[src/rtl/seven_seg_mux.sv]
// seven_seg_mux: time-multiplexed N-digit seven-segment driver with blink, leading-zero blanking, dead time and frame tick
module seven_seg_mux #(
   parameter int NUM_DIGITS     = 4,
   parameter int REFRESH_DIV    = 100000,
   parameter int DEAD_CYCLES    = 2,
   parameter int BLINK_HALF     = 25000000,
   parameter int SEG_ACTIVE_LOW = 1,
   parameter int DIG_ACTIVE_LOW = 1
) (
   input  logic                      clk,
   input  logic                      reset,
   input  logic [4*NUM_DIGITS-1:0]   digits,
   input  logic [NUM_DIGITS-1:0]     dp_in,
   input  logic                      blink_en,
   input  logic [NUM_DIGITS-1:0]     blink_mask,
   input  logic                      blank_lz,
   output logic [6:0]                seg,
   output logic                      dp,
   output logic [NUM_DIGITS-1:0]     dig,
   output logic                      frame_tick
);
   localparam int SW = (REFRESH_DIV > 1) ? $clog2(REFRESH_DIV) : 1;
   localparam int IW = (NUM_DIGITS > 1) ? $clog2(NUM_DIGITS) : 1;
   localparam int BW = (BLINK_HALF > 1) ? $clog2(BLINK_HALF) : 1;
   localparam logic [6:0] SEG_OFF = (SEG_ACTIVE_LOW != 0) ? 7'h7F : 7'h00;
   localparam logic DP_OFF = (SEG_ACTIVE_LOW != 0);
   localparam logic [NUM_DIGITS-1:0] DIG_OFF = (DIG_ACTIVE_LOW != 0) ? '1 : '0;
   localparam logic [6:0] FONT [16] = '{7'h3F, 7'h06, 7'h5B, 7'h4F, 7'h66, 7'h6D, 7'h7D, 7'h07,
                                        7'h7F, 7'h6F, 7'h77, 7'h7C, 7'h39, 7'h5E, 7'h79, 7'h71};
   logic [SW-1:0] slot_q, slot_d;
   logic [IW-1:0] idx_q, idx_d;
   logic [BW-1:0] blink_q, blink_d;
   logic phase_q, phase_d;
   logic [6:0] seg_q, seg_d;
   logic dp_q, dp_d;
   logic [NUM_DIGITS-1:0] dig_q, dig_d;
   logic ft_q, ft_d;
   logic slot_wrap, blink_wrap, hide, zrun;
   logic [3:0] nib;
   logic [6:0] act;
   logic [NUM_DIGITS-1:0] lz, onehot;
   always_comb begin
      slot_wrap = slot_q == SW'(REFRESH_DIV - 1);
      slot_d = slot_wrap ? '0 : slot_q + SW'(1);
      idx_d = !slot_wrap ? idx_q : (idx_q == IW'(NUM_DIGITS - 1)) ? '0 : idx_q + IW'(1);
      blink_wrap = blink_q == BW'(BLINK_HALF - 1);
      blink_d = blink_wrap ? '0 : blink_q + BW'(1);
      phase_d = phase_q ^ blink_wrap;
      ft_d = slot_wrap && (idx_q == IW'(NUM_DIGITS - 1));
      // lz[i] set when every nibble from the top down to i is zero
      zrun = 1'b1;
      lz = '0;
      for (int i = NUM_DIGITS - 1; i > 0; i--) begin
         zrun = zrun & (digits[4*i +: 4] == 4'h0);
         lz[i] = zrun;
      end
      nib = digits[{idx_q, 2'b00} +: 4];
      hide = blink_en && blink_mask[idx_q] && phase_q;
      act = (hide || (blank_lz && lz[idx_q])) ? 7'h00 : FONT[nib];
      seg_d = (SEG_ACTIVE_LOW != 0) ? ~act : act;
      dp_d = DP_OFF ^ (dp_in[idx_q] && !hide);
      onehot = NUM_DIGITS'(1) << idx_q;
      dig_d = (int'(slot_q) < DEAD_CYCLES) ? DIG_OFF : DIG_OFF ^ onehot;
   end
   always_ff @(posedge clk or negedge reset) begin
      if (!reset) begin
         slot_q <= '0;
         idx_q <= '0;
         blink_q <= '0;
         phase_q <= 1'b0;
         seg_q <= SEG_OFF;
         dp_q <= DP_OFF;
         dig_q <= DIG_OFF;
         ft_q <= 1'b0;
      end else begin
         slot_q <= slot_d;
         idx_q <= idx_d;
         blink_q <= blink_d;
         phase_q <= phase_d;
         seg_q <= seg_d;
         dp_q <= dp_d;
         dig_q <= dig_d;
         ft_q <= ft_d;
      end
   end
   assign seg = seg_q;
   assign dp = dp_q;
   assign dig = dig_q;
   assign frame_tick = ft_q;
endmodule
[config.mk]
export PLATFORM = sky130hd
export DESIGN_NAME = seven_seg_mux
export DESIGN_NICKNAME = d
export VERILOG_FILES = /design/src/rtl/seven_seg_mux.sv
export SDC_FILE = /design/constraint.sdc
export NUM_CORES = 1
export LEC_CHECK = 0
export CAP_MARGIN = 25
export CORE_ASPECT_RATIO = 0.8
export CORE_UTILIZATION = 35
export CTS_BUF_LIST = sky130_fd_sc_hd__clkbuf_4
export DETAILED_ROUTE_END_ITERATION = 16
export GPL_TIMING_DRIVEN = 0
export MAX_ROUTING_LAYER = met4
export SYNTH_ARGS = -nofsm -noshare
export SYNTH_HDL_FRONTEND = slang
export SYNTH_SLANG_ARGS = --single-unit
[constraint.sdc]
create_clock -name clk -period 2.9 [get_ports clk]
set_input_delay 0.58 -clock clk [delete_from_list [all_inputs] [get_ports clk]]
set_output_delay 0.58 -clock clk [all_outputs]
set_load 0.02 [all_outputs]
== Yosys cells after proc, flatten, opt, wreduce, memory -nomap -nowiden ==
Memory sizes are Yosys's and may differ from the RTL's.
Index checks and enable logic that the tools add are counted.
Cells by class
  add/subtract/negate cells: 3
  $lt $le $gt $ge: 3
  equality and inequality tests: 3
  shift operators: 2
  muxes and demuxes: 13
  bitwise operators: 7
  reductions and logical operators: 10
Operators with widths (count)
  25-bit by 1-bit adder with 25-bit output (second input constant): 1
  25-bit == test (second input constant): 1
  25-bit 2-to-1 mux: 1
  7-bit 2-to-1 mux: 3
  17-bit by 1-bit adder with 17-bit output (second input constant): 1
  17-bit == test (second input constant): 1
  17-bit by 2-bit less-than comparator with 1-bit output (second input constant): 1
  17-bit 2-to-1 mux: 1
  16-bit by 5-bit variable part select with 4-bit output: 1
  4-bit zero test: 3
  7-bit NOT: 1
  1-bit binary-select mux with 2-bit select: 3
  5-bit >= comparator (second input constant): 1
  1-bit logical AND: 5
  4-bit NOT with 5-bit output: 1
  4-bit 2-to-1 mux: 1
  4-bit NOT: 1
  1-bit by 2-bit << shifter with 4-bit output (first input constant): 1
  2-bit by 3-bit less-than comparator with 1-bit output (second input constant): 1
  1-bit 2-to-1 mux: 3
  2-bit by 1-bit adder with 2-bit output (second input constant): 1
  1-bit bitwise AND: 2
  2-bit == test (second input constant): 1
  2-bit 2-to-1 mux: 1
  other kinds (4): 4
Word-level totals
  register bits: 58
  memory bits (read-only): 112
  bits of input ports: 28
  output and inout port bits: 13
  word-level logic and storage cells: 50
  memories kept: 1
Memory list
  (no name shown): words 16, width 7, rd ports 1, clocked after memory_dff 0, write ports 0, RTL line 59  | act = (hide || (blank_lz && lz[idx_q])) ? 7'h00 : FONT[nib];

== Logic depth before layout (Yosys ltp) ==
  depth after elaboration: 9
  gate-level depth with buffers: 8
  depth with buffers taken out: 6

== Worst setup path before layout ==
Ideal clock, no wire load.
  path kind: register to register
  from: register idx_q[0]
  to: register seg_q[0], in the netlist seg[0]
  setup time: 72 ps
  arrival: 1907 ps
  required time: 2828 ps
  path slack: 922 ps
  cell stages (with the launch flop): 8
  path buffers: 1
  clock period less this slack: 1978 ps
  cells stage by stage: dfrtp_1 -> buf_4 -> mux4_2 -> inv_1 -> ha_1 -> o22ai_1 -> a21o_1 -> o21ai_1
On the way
  cells in the longest elaborated chain, start to end: 7
  elaborated cells between the ends (all ways): 15
  classes of those cells: 1 x shift; 7 x mux; 2 x bitwise; 4 x reduce/logical; 1 x memory
RTL lines
  start, declared: RTL line 31  | logic [IW-1:0] idx_q, idx_d;
  start signal, assigned: RTL line 77  | idx_q <= idx_d;
  16-bit by 5-bit variable part select with 4-bit output or 1-bit binary-select mux with 2-bit select (tied branches): RTL line 57, 58
  4-bit NOT with 5-bit output (not written as such) or 1-bit 2-to-1 mux (tied branches): RTL line 59, 58
  memory 16 x 7 bit or 1-bit logical AND (tied branches)
  7-bit 2-to-1 mux (not written as such) or 1-bit logical AND (tied branches): RTL line 59, 58
  7-bit 2-to-1 mux (not written as such) or 1-bit logical OR (tied branches): RTL line 59
  7-bit 2-to-1 mux *: RTL line 59
  7-bit NOT *: RTL line 60  | seg_d = (SEG_ACTIVE_LOW != 0) ? ~act : act;
  via seg_d[0]: RTL line 34  | logic [6:0] seg_q, seg_d;
  end signal, assigned: RTL line 80  | seg_q <= seg_d;
  end, declared: RTL line 34
The timed path passes the listed nets; every way through them passes the cells marked *. The select of a mux whose other input is x is not followed.
A chain may end at the register's enable or synchronous reset.

== Final worst setup path ==
Ends and elaborated chain as after synthesis.

==> run summary <==
post-route clock period utilization = 77.2%
Max Cap Violations = 0
first-pass GRT wire length = 11200 um
R2R Path End = seg[0]
DR DRC count = 0
most common cell after layout, fill and taps aside = dfrtp_1
Critical Path AT = 2.58 ns
Synth Instances = 302
CTS Buffer Depth = 2
drt wl/cell = 13.8 um
commonest cells after routing, fill and taps aside = dfrtp_1 (46), clkdlybuf4s50_1 (39), nor2_1 (25), nand2_1 (23)
sequential fraction of the synthesis area = 45.8%
Worst EP required = 3.24 ns
initial DRC count = 94
Final Net Count = 394
endpoints failing hold = 0
RSZ-0062 raised after global routing = no
largest net degree at the start of global routing = 35
FF-to-FF setup slack = 0.66 ns
RR Startpoint = idx_q[0]
Crit Path Max Fanout = 10
crit path launch = idx_q[0]
GR Overflow Total = 0
Site Rows = 30
# clock sinks = 58
Ant. Diodes = 0
Synth top area share = 35.9%
post-cts sizing count = 0
Die Y = 87.6 um
IO Pins = 41
layout overhead on the synthesized area = 22.8%
Num CTS Buffers = 9
footprint of the multi-input gates = 1650 um2
outcome = finished clean
DRT Wirelength = 6490 um
Final Non-Filler Cells = 471
Die Wd = 109 um
FMAX = 447 MHz
top cells by area, synth = dfrtp_1 (36%), dfstp_2 (9.8%), xor2_1 (5.7%)
fraction of layout cells with a size suffix above 1 = 17.5%
antenna viol nets, final = 0
relative slew slack = 59.3%
fillers = 825
clock-pin slew on the worst setup and hold paths = 0.10 ns
Max Slew Vio Count = 0
Yosys reg bits = 58
Max Clock Skew = 0.0216 ns
Worst Hold Class = in -> async
Starting Density = 37.0%
PD cells = 434 nW/um2
Post-CTS Setup Bufs = 0
FF+latch area = 1470 um2
vias in the first global route = 2403
setup_tns = 0 ns
CTS Hold Buffers Added = 0
Core Util, Final = 45.4%
Inst Count DP = 455
drt pass-1 iters = 4
initial antenna violation count = 0
critical path capture point type = register
asr flop ratio synth = 100%
CP Launch Type = register
Synth Cell Area = 3200 um2
IO Port Bufs = 40
CTS tree = done
Synth warnings = 0
syn nets = 342
critical path class = reg -> reg
CP Capture Point = seg[0]
detailed-route via count = 2382
worst skew pair latency = 0.41 ns
vias per cell = 5.06
leakage power = 0.00165 uW
HPWL after detailed placement = 4770 um
Synth cell types = 49
r2r worst-path depth = 7
actual slew at the worst max-slew pin = 0.606 ns
area leader, netlist = dfrtp_1
Die ar. = 9540 um2
Mean Syn Cell Area = 10.6 um2
GRT Util Overall = 15.7%
final setup vio count = 0
Root Buffer = clkbuf_4
routability cong. = 0.794
Area after DPL = 3760 um2
core area = 8670 um2
# H-tree levels = 3
Peak VDD IR = 0.000200 V
Final Critical Period = 2.24 ns
Post-synth EDFFs = 0
Finished Cell Area = 3940 um2
predominant post-synthesis flop cell = dfrtp_1
hold slack = 0.166 ns
## kinds of logic (layout without fill, tap and decap cells)
logic type | count (synthesis) | in the layout | share of synthesized area (%)
AOI/OAI and AO/OA | 24 | 24 | 5.58
xor gates and xnor gates | 39 | 39 | 10.7
adders and majority gates | 12 | 12 | 4.69
buffers and inverters | 20 | 77 | 2.89
DFF | 58 | 58 | 45.8
muxes | 15 | 15 | 6.33
and+or+nand+nor | 134 | 134 | 24.1
## cells in the mapped netlist (3+ instances only)
cell type	n
and2_1	5
buf_2	5
dfrtp_1	46
dfstp_2	12
ha_1	12
inv_1	10
mux2i_1	9
mux4_2	4
nand2_1	23
nand2b_1	5
nand3_1	21
nand4_1	11
nor2_1	25
nor2_2	10
nor2b_1	3
nor3_1	8
nor4_1	4
nor4_2	3
nor4_4	3
o21ai_0	4
o21ai_1	4
o221ai_1	3
or3_1	3
xnor2_1	18
xor2_1	21
## power breakdown
| part | internal, uW | switching, uW | total [uW] | leakage, uW |
|---|---|---|---|---|
| clock network | 428 | 305 | 733 | 0.0000948 |
| registers | 825 | 2.56 | 827 | 0.000740 |
| logic | 75.8 | 70.8 | 147 | 0.000812 |
| total | 1330 | 378 | 1710 | 0.00165 |
## per-stage QoR
| stage | total power, uW | worst slack [ns] |
|---|---|---|
| 3_5_place_dp | 991 | 0.423 |
| 4_1_cts | 1730 | 0.654 |
| 2_1_floorplan | 901 | 0.922 |
| 3_3_place_gp | 987 | -0.668 |
| 6_report | 1710 | 0.662 |
| 5_1_grt | 1790 | 0.466 |
## critical path, cell delays in order (launching register included)
cell and delay, ns:
dfrtp_1 0.49, buf_4 0.24, mux4_2 0.61, inv_1 0.13
ha_1 0.28, o22ai_1 0.12, a21o_1 0.18, o21ai_1 0.12
## metal layers
layer | routed length [um] | part of all wire, % | GRT usage (%)
met5 | 0 | 0 | -
met4 | 76 | 1.2 | 5.65
met3 | 337 | 5.2 | 4.99
met2 | 2810 | 43 | 23.4
met1 | 3260 | 50 | 19.9
## cell type report
class                   instances  share of cell area (%)
clock inverters                 7                    2.73
well taps                     112                    3.56
repair buffers                 41                    10.6
multi-input cells             224                    41.8
clock buffers                   9                    1.72
flip-flops and latches         58                    37.3
inverters                      11                    1.05
plain buffers                   9                    1.30
## worst min-delay path by stage
stage / to / slack [ns] / cells past startpoint
2_1_floorplan: blink_q[0] / 0.28 / 0
3_3_place_gp: slot_q[0] / 0.48 / 1
3_5_place_dp: slot_q[0] / 0.48 / 1
4_1_cts: frame_tick / 0.17 / 1
5_1_grt: frame_tick / 0.18 / 1
6_report: slot_q[11] / 0.17 / 1
## state kept, by name, indices dropped and copies added (netlist names)
register    flops
blink_q        25
dig             4
dp              1
frame_tick      1
idx_q           2
phase_q         1
seg             7
slot_q         17
Power figures use the tool's default switching activity.
